--- config.mk ---
export PLATFORM = sky130hd
export DESIGN_NAME = pipe_hazard_scoreboard_flat
export DESIGN_NICKNAME = d
export VERILOG_FILES = /design/src/rtl/pipe_hazard_scoreboard_if.sv /design/src/rtl/pipe_hazard_scoreboard.sv /design/src/flat_wrapper.sv
export SDC_FILE = /design/constraint.sdc
export NUM_CORES = 1
export LEC_CHECK = 0
export CORE_AREA = 3 3 84 86
export CTS_CLUSTER_DIAMETER = 200
export DETAILED_ROUTE_END_ITERATION = 10
export DIE_AREA = 0 0 87 89
export MAX_ROUTING_LAYER = met4
export PLACE_DENSITY = 0.77
export RECOVER_POWER = 50
export SYNTH_ARGS = -nofsm -noshare
export SYNTH_HDL_FRONTEND = slang
export SYNTH_SLANG_ARGS = --single-unit
--- constraint.sdc ---
create_clock -name clk -period 2.2 [get_ports clk]
set_clock_uncertainty 0.15 [all_clocks]
set_input_delay 0.22 -clock clk [delete_from_list [all_inputs] [get_ports clk]]
set_output_delay 0.22 -clock clk [all_outputs]
set_load 0.05 [all_outputs]
--- src/rtl/pipe_hazard_scoreboard_if.sv ---
// rtl/pipe_hazard_scoreboard_if.sv - ID-stage / hazard-scoreboard signal bundle
//
// master: the ID/EXE pipeline control (drives the decoded instruction, flush
//         and the forwarding mode; consumes hazard, operand selects, counters).
// slave : the scoreboard itself.
interface pipe_hazard_scoreboard_if #(
    parameter int REG_W = 4,
    parameter int DEPTH = 3,
    parameter int CNT_W = 16
);
    localparam int SEL_W = $clog2(DEPTH);

    logic             forwarding_en;
    logic             id_valid;
    logic             id_wb_en;
    logic             id_mem_r_en;
    logic             id_two_src;
    logic [REG_W-1:0] id_dest;
    logic [REG_W-1:0] id_src1;
    logic [REG_W-1:0] id_src2;
    logic             flush;
    logic             hazard;
    logic [SEL_W-1:0] sel_src1;
    logic [SEL_W-1:0] sel_src2;
    logic [CNT_W-1:0] stall_cnt;
    logic [CNT_W-1:0] flush_cnt;

    modport master (
        output forwarding_en, id_valid, id_wb_en, id_mem_r_en, id_two_src,
               id_dest, id_src1, id_src2, flush,
        input  hazard, sel_src1, sel_src2, stall_cnt, flush_cnt
    );

    modport slave (
        input  forwarding_en, id_valid, id_wb_en, id_mem_r_en, id_two_src,
               id_dest, id_src1, id_src2, flush,
        output hazard, sel_src1, sel_src2, stall_cnt, flush_cnt
    );
endinterface

--- src/rtl/pipe_hazard_scoreboard.sv ---
// rtl/pipe_hazard_scoreboard.sv - in-flight register scoreboard with stall and forwarding select
//
// Ports:
//   clk  - rising-edge clock
//   rst  - synchronous active-high reset (clears all slots and counters)
//   bus  - pipe_hazard_scoreboard_if.slave:
//          forwarding_en, id_* (ID instruction), flush in;
//          hazard (combinational freeze), sel_src1/2 (EXE operand source,
//          0 = register file, n = slot n+1), stall_cnt/flush_cnt out.
//
// Slot 1 is EXE, slot DEPTH is WB. Slot DEPTH never stalls ID because the
// register file writes through in that cycle.
module pipe_hazard_scoreboard #(
    parameter int REG_W      = 4,
    parameter int DEPTH      = 3,
    parameter int LOAD_STAGE = 3,
    parameter int CNT_W      = 16
) (
    input  logic                    clk,
    input  logic                    rst,
    pipe_hazard_scoreboard_if.slave bus
);
    localparam int SEL_W = $clog2(DEPTH);

    logic [DEPTH:1]   s_valid;
    logic [DEPTH:1]   s_wb_en;
    logic [DEPTH:1]   s_load;
    logic [REG_W-1:0] s_dest [1:DEPTH];
    logic [REG_W-1:0] s1_src1;
    logic [REG_W-1:0] s1_src2;
    logic             s1_two_src;

    logic [CNT_W-1:0] stall_q;
    logic [CNT_W-1:0] flush_q;

    logic             hz1;
    logic             hz2;
    logic             hazard;
    logic [SEL_W-1:0] sel1;
    logic [SEL_W-1:0] sel2;

    function automatic logic slot_match(input int k, input logic [REG_W-1:0] s);
        return s_valid[k] && s_wb_en[k] && (s_dest[k] == s);
    endfunction

    // Hazard detection against the ID instruction's sources.
    always_comb begin
        hz1 = 1'b0;
        hz2 = 1'b0;
        if (!bus.forwarding_en) begin
            for (int k = 1; k < DEPTH; k++) begin
                if (slot_match(k, bus.id_src1)) hz1 = 1'b1;
                if (slot_match(k, bus.id_src2)) hz2 = 1'b1;
            end
        end else begin
            // Descending scan so the youngest matching slot decides.
            for (int k = DEPTH; k >= 1; k--) begin
                if (slot_match(k, bus.id_src1)) hz1 = s_load[k] && (k + 1 < LOAD_STAGE);
                if (slot_match(k, bus.id_src2)) hz2 = s_load[k] && (k + 1 < LOAD_STAGE);
            end
        end
        hazard = bus.id_valid && (hz1 || (bus.id_two_src && hz2));
    end

    // Operand select for the instruction currently in EXE (slot 1).
    always_comb begin
        sel1 = '0;
        sel2 = '0;
        for (int j = DEPTH; j >= 2; j--) begin
            if (slot_match(j, s1_src1) && (!s_load[j] || j >= LOAD_STAGE))
                sel1 = SEL_W'(j - 1);
            if (slot_match(j, s1_src2) && (!s_load[j] || j >= LOAD_STAGE))
                sel2 = SEL_W'(j - 1);
        end
        if (!s_valid[1] || !bus.forwarding_en) begin
            sel1 = '0;
            sel2 = '0;
        end
        if (!s1_two_src) sel2 = '0;
    end

    always_ff @(posedge clk) begin
        if (rst) begin
            s_valid    <= '0;
            s_wb_en    <= '0;
            s_load     <= '0;
            for (int k = 1; k <= DEPTH; k++) s_dest[k] <= '0;
            s1_src1    <= '0;
            s1_src2    <= '0;
            s1_two_src <= 1'b0;
            stall_q    <= '0;
            flush_q    <= '0;
        end else begin
            for (int k = DEPTH; k >= 2; k--) begin
                s_valid[k] <= s_valid[k-1];
                s_wb_en[k] <= s_wb_en[k-1];
                s_load[k]  <= s_load[k-1];
                s_dest[k]  <= s_dest[k-1];
            end
            // Flush outranks hazard: either way EXE receives a bubble.
            s_valid[1] <= bus.id_valid && !hazard && !bus.flush;
            s_wb_en[1] <= bus.id_wb_en;
            s_load[1]  <= bus.id_mem_r_en;
            s_dest[1]  <= bus.id_dest;
            s1_src1    <= bus.id_src1;
            s1_src2    <= bus.id_src2;
            s1_two_src <= bus.id_two_src;

            if (hazard && !bus.flush && !(&stall_q)) stall_q <= stall_q + 1'b1;
            if (bus.flush && !(&flush_q))            flush_q <= flush_q + 1'b1;
        end
    end

    assign bus.hazard    = hazard;
    assign bus.sel_src1  = sel1;
    assign bus.sel_src2  = sel2;
    assign bus.stall_cnt = stall_q;
    assign bus.flush_cnt = flush_q;
endmodule

--- src/flat_wrapper.sv ---
// flat-port wrapper written by rule: the top's interface ports become plain ports
module pipe_hazard_scoreboard_flat 
#(
    parameter int REG_W      = 4,
    parameter int DEPTH      = 3,
    parameter int LOAD_STAGE = 3,
    parameter int CNT_W      = 16
)
  (clk, rst, bus_forwarding_en, bus_id_valid, bus_id_wb_en, bus_id_mem_r_en, bus_id_two_src, bus_id_dest, bus_id_src1, bus_id_src2, bus_flush, bus_hazard, bus_sel_src1, bus_sel_src2, bus_stall_cnt, bus_flush_cnt);
  pipe_hazard_scoreboard_if #(.REG_W(REG_W), .DEPTH(DEPTH), .CNT_W(CNT_W)) bus_i ();
  input  logic clk;
  input  logic rst;
  input wire logic [$bits(bus_i.forwarding_en)-1:0] bus_forwarding_en;
  input wire logic [$bits(bus_i.id_valid)-1:0] bus_id_valid;
  input wire logic [$bits(bus_i.id_wb_en)-1:0] bus_id_wb_en;
  input wire logic [$bits(bus_i.id_mem_r_en)-1:0] bus_id_mem_r_en;
  input wire logic [$bits(bus_i.id_two_src)-1:0] bus_id_two_src;
  input wire logic [$bits(bus_i.id_dest)-1:0] bus_id_dest;
  input wire logic [$bits(bus_i.id_src1)-1:0] bus_id_src1;
  input wire logic [$bits(bus_i.id_src2)-1:0] bus_id_src2;
  input wire logic [$bits(bus_i.flush)-1:0] bus_flush;
  output wire logic [$bits(bus_i.hazard)-1:0] bus_hazard;
  output wire logic [$bits(bus_i.sel_src1)-1:0] bus_sel_src1;
  output wire logic [$bits(bus_i.sel_src2)-1:0] bus_sel_src2;
  output wire logic [$bits(bus_i.stall_cnt)-1:0] bus_stall_cnt;
  output wire logic [$bits(bus_i.flush_cnt)-1:0] bus_flush_cnt;
  assign bus_i.forwarding_en = bus_forwarding_en;
  assign bus_i.id_valid = bus_id_valid;
  assign bus_i.id_wb_en = bus_id_wb_en;
  assign bus_i.id_mem_r_en = bus_id_mem_r_en;
  assign bus_i.id_two_src = bus_id_two_src;
  assign bus_i.id_dest = bus_id_dest;
  assign bus_i.id_src1 = bus_id_src1;
  assign bus_i.id_src2 = bus_id_src2;
  assign bus_i.flush = bus_flush;
  assign bus_hazard = bus_i.hazard;
  assign bus_sel_src1 = bus_i.sel_src1;
  assign bus_sel_src2 = bus_i.sel_src2;
  assign bus_stall_cnt = bus_i.stall_cnt;
  assign bus_flush_cnt = bus_i.flush_cnt;
  pipe_hazard_scoreboard #(.REG_W(REG_W), .DEPTH(DEPTH), .LOAD_STAGE(LOAD_STAGE), .CNT_W(CNT_W)) u_core (.clk(clk), .rst(rst), .bus(bus_i));
endmodule
* After elaboration in Yosys (flattened, before gate mapping)
Memory sizes are Yosys's and may differ from the RTL's.
Cells that the tools add are included.
** Word-level totals
- Memories kept :: 1
- Memory bits (writable) :: 12
- Logic and storage cells :: 74
- Input bits :: 20
- Register bits after elaboration :: 49
** Operators by class
- Add/subtract/negate cells :: 2
- Mux-type cells :: 21
- Reductions and logical operators :: 31
- Equality and inequality tests :: 8
- Bitwise gates (word level) :: 3
** Memory list
- u_core.s_dest :: words 3, width 4, rd ports 3, clocked after Yosys merged registers in 0, wr ports 3, RTL line pipe_hazard_scoreboard.sv:28 : logic [REG_W-1:0] s_dest [1:DEPTH];
** Operator list (count)
- $add A16 B1 Y16 const B :: 2
- $eq A4 B4 Y1 :: 8
- $reduce_and A16 Y1 :: 2
- $logic_and A1 B1 Y1 :: 20
- $mux W2 :: 7
- $mux W4 :: 3
- $mux W1 :: 11
- $logic_not A1 Y1 :: 7
- $or A1 B1 Y1 :: 3
- $logic_or A1 B1 Y1 :: 2

* Logic depth before layout (Yosys ltp)
- Word-level depth :: 11
- Depth in mapped cells :: 8
- Gate-level depth less buffers :: 7

* Least setup slack after synthesis
OpenSTA, ideal clock, no wires.
- Kind :: register to output
- Start :: reg, netlist name u_core.s_dest[0][10]
- End :: out bus_sel_src1[1]
- Slack :: -0.461 ns
- Data arrival time :: 2.291 ns
- Stages on the path, launching flop included :: 6
- Data required time :: 1.830 ns
- Path through :: dfxtp_1 > clkbuf_1 > xnor2_1 > nand3_1 > nor3_1 > nor4_1
** RTL lines
- end: declaration :: RTL line flat_wrapper.sv:23 : output wire logic [$bits(bus_i.sel_src1)-1:0] bus_sel_src1;

==> flow_summary.json <==
{
  "post_drt_wl_per_cell_um": 13.7,
  "core_area_um2": 6350,
  "die_y_um": 89,
  "reg2reg_from": "u_core.s_dest[0][6]$_SDFF_PP0_",
  "max_slew_margin_pct": 13.9,
  "hold_buffers": 0,
  "diodes": 0,
  "fmax_ghz": 0.452,
  "clock_latency_ps": 330,
  "layout-drive-gt1-share_pct": 25.0,
  "slowest_stage": "o41ai_2",
  "area_growth_pct": 43.8,
  "power.density_nw_per_um2": 545,
  "slew_violations": 0,
  "cts.sinks": 61,
  "cp_max_fo": 6,
  "clock_path_buffers": 2,
  "tns_ps": -11.0,
  "numCtsBuffers": 9,
  "grt_pass1_vias": 2465,
  "post-route-util_pct": 64.5,
  "period_share_pct": 100,
  "grt_first_pass_wirelength_mm": 11.2,
  "endpoint_kind": "primary output",
  "cts-root-buf": "clkbuf_8",
  "postSynthNetCount": 339,
  "cap_violations": 0,
  "num_vias": 2514,
  "wl_met2_mm": 3.31,
  "setup_viol": 1,
  "start_kind": "flop",
  "cp-startpoint": "u_core.s_dest[0][6]$_SDFF_PP0_",
  "vias_per_cell": 5.18,
  "dp_hpwl_mm": 4.87,
  "syn_inst": 317,
  "highest_layer": "met4",
  "wl_met3_um": 342,
  "place_inst": 464,
  "gp_congestion": 0.959,
  "antenna_found_initial": 0,
  "drt_wl_total_mm": 6.65,
  "grt_overflow_total": 0,
  "violations": "setup timing",
  "drt_pass1_iterations": 4,
  "start_util_pct": 44.8,
  "min_from": "bus_id_src2[2]",
  "required_ps": 1830,
  "ys_warn_count": 0,
  "rows": 29,
  "period_minus_slack_ps": 2210,
  "cts_max_level": 3,
  "critPathKind": "reg -> out",
  "netlist_area_um2": 2850,
  "rsz0062_at_grt": "true",
  "grt_usage_pct": 19.1,
  "holdCritPathClass": "in -> reg",
  "path_clk_slew_ps": 70,
  "met1_length_mm": 2.82,
  "cp_slowest_stage_delay_ps": 380,
  "cts_tree": "yes",
  "worst_slew_pin_slew_ps": 1290,
  "grt_max_degree": 33,
  "arrival_ps": 1840,
  "synth_cell_types": 34,
  "hold_violations": 0,
  "die-area_um2": 7740,
  "nNetsFinal": 425,
  "ys_seq_area_share_pct": 42.9,
  "io_buffer_count": 56,
  "fillCellCount": 499,
  "io_pins": 57,
  "fin_cells": 485,
  "worstPathCellList": "xor2_1, o41ai_2, a22oi_2, buf_4, nor2b_4, buf_12",
  "drt_iter0_drc": 101,
  "ant_nets": 0,
  "layout_setup_ws_ps": -11.0,
  "die_x_um": 87,
  "syn_avg_cell_area_um2": 8.98,
  "leakagePower_nw": 1.54,
  "drc": 0,
  "peakVddDrop_v": 0.000445,
  "status": "finished, violations left",
  "synth-seq-cells": 61
}
==> layout by cell type (no fill, tap or decap), drive strengths merged, types with 2 or more instances in the layout <==
cell type / n
a21oi: 6
and3: 3
and4: 4
buf: 38
clkbuf: 15
clkdlybuf4s50: 40
clkinv: 3
dfxtp: 61
dlygate4sd3: 8
ha: 2
inv: 3
mux2: 8
mux2i: 2
nand2: 22
nand2b: 3
nand3: 14
nand4: 13
nor2: 33
nor2b: 37
nor3: 9
nor4: 8
o21ai: 5
o21ba: 2
o31a: 3
o41ai: 2
or3: 6
or4: 5
xnor2: 22
xor2: 24
==> power by group <==
group | internal (W) | switching, W
combinational | 0.000112 | 0.000102
sequential | 0.00113 | 0.0000224
clock | 0.000464 | 0.000401
total | 0.00170 | 0.000525
==> per-layer routing <==
| metal | vias to the layer above | global-route usage (%) |
|---|---|---|
| li1 | 1254 | - |
| met1 | 1177 | 21.9 |
| met2 | 68 | 30.8 |
| met3 | 15 | 6.27 |
| met4 | 0 | 7.79 |
| met5 | - | - |
==> worst max-delay path, delay by kind of cell, from the launching register on <==
kind / cells / cell delay (ps)
DFF: 1 / 330
AOI/OAI and AO/OA: 2 / 570
buffers and inverters: 2 / 320
and+or+nand+nor: 1 / 120
xor gates and xnor gates: 1 / 160
==> cell type report <==
type / instances / area [um2] / share of cell area (%)
Multi-Input combinational cell: 237 / 1690 / 41.3
Sequential cell: 61 / 1250 / 30.4
Timing Repair Buffer: 91 / 870 / 21.2
Clock buffer: 12 / 155 / 3.79
Tap cell: 77 / 96.3 / 2.35
Clock inverter: 4 / 22.5 / 0.550
Inverter: 3 / 11.3 / 0.275
==> cells in the mapped netlist <==
| library cell | number | area (um2) |
|---|---|---|
| a211oi_1 | 1 | 7.51 |
| a21oi_1 | 6 | 30.0 |
| a22oi_2 | 1 | 12.5 |
| and3_1 | 3 | 18.8 |
| and4_1 | 4 | 35.0 |
| buf_1 | 1 | 3.75 |
| buf_2 | 4 | 20.0 |
| buf_6 | 1 | 11.3 |
| clkbuf_1 | 10 | 37.5 |
| dfxtp_1 | 61 | 1220 |
| ha_1 | 2 | 25.0 |
| inv_1 | 3 | 11.3 |
| mux2_2 | 8 | 90.1 |
| mux2i_1 | 2 | 20.0 |
| nand2_1 | 22 | 82.6 |
| nand2b_1 | 3 | 18.8 |
| nand3_1 | 14 | 70.1 |
| nand4_1 | 13 | 81.3 |
| nor2_1 | 33 | 124 |
| nor2b_1 | 37 | 231 |
| nor3_1 | 8 | 40.0 |
| nor3_2 | 1 | 10.0 |
| nor3b_1 | 1 | 7.51 |
| nor4_1 | 8 | 50.1 |
| o21ai_0 | 5 | 25.0 |
| o21ba_2 | 2 | 20.0 |
| o31a_1 | 3 | 26.3 |
| o41ai_1 | 1 | 8.76 |
| o41ai_2 | 1 | 16.3 |
| or3_1 | 6 | 37.5 |
| or4_1 | 5 | 37.5 |
| or4bb_1 | 1 | 11.3 |
| xnor2_1 | 22 | 193 |
| xor2_1 | 24 | 210 |
==> sequential cells by signal, summed over array words and instances, names as in the netlist, 2 cells and up <==
name	cells
u_core.bus.flush_cnt	16
u_core.bus.stall_cnt	16
u_core.s_dest	12
u_core.s1_src1	4
u_core.s1_src2	4
u_core.s_valid	3
u_core.s_wb_en	3
u_core.s_load	2
==> metrics by stage <==
step	area, um2	power (W)	hold slack [ps]	setup WS, ps
3_3_place_gp	3730	0.00138	279	-369
4_1_cts	3990	0.00226	180	-94.7
6_report	4090	0.00223	113	-11.0
5_1_grt	4090	0.00233	102	-90.5
3_5_place_dp	3730	0.00139	289	-476
2_1_floorplan	2870	0.00129	198	10.4
==> path summary, 6_finish.rpt <==
check,to,slack (ps),cells after the start
hold reg to reg,u_core.s_load[2]$_SDFF_PP0_,280,2
setup / recovery,bus_hazard,-10,6
setup reg to reg,u_core.bus.stall_cnt[7]$_SDFFE_PP0P_,30,6
hold / removal,u_core.s1_src2[2]$_SDFF_PP0_,110,2
==> logic make-up (layout without fill, tap and decap cells) <==
| logic type | Yosys count | after routing | synth area share [%] |
|---|---|---|---|
| AND/OR/NAND/NOR | 159 | 159 | 30.1 |
| flip-flops | 61 | 61 | 42.9 |
| XOR/XNOR | 46 | 46 | 14.2 |
| AO/OA/AOI/OAI | 20 | 20 | 5.15 |
| buffers and inverters | 19 | 110 | 2.95 |
| multiplexers | 10 | 10 | 3.87 |
| adder cells (fa/ha/maj) | 2 | 2 | 0.879 |
==> timing repair <==
| item | 4_1_cts | 5_1_grt |
|---|---|---|
| setup buffers | 2 | 3 |
| pin swaps | 7 | 10 |
| setup endpoints to repair | 13 | 18 |
| resized for setup | 15 | 22 |
Note: power is estimated with default switching activity, not from simulation.
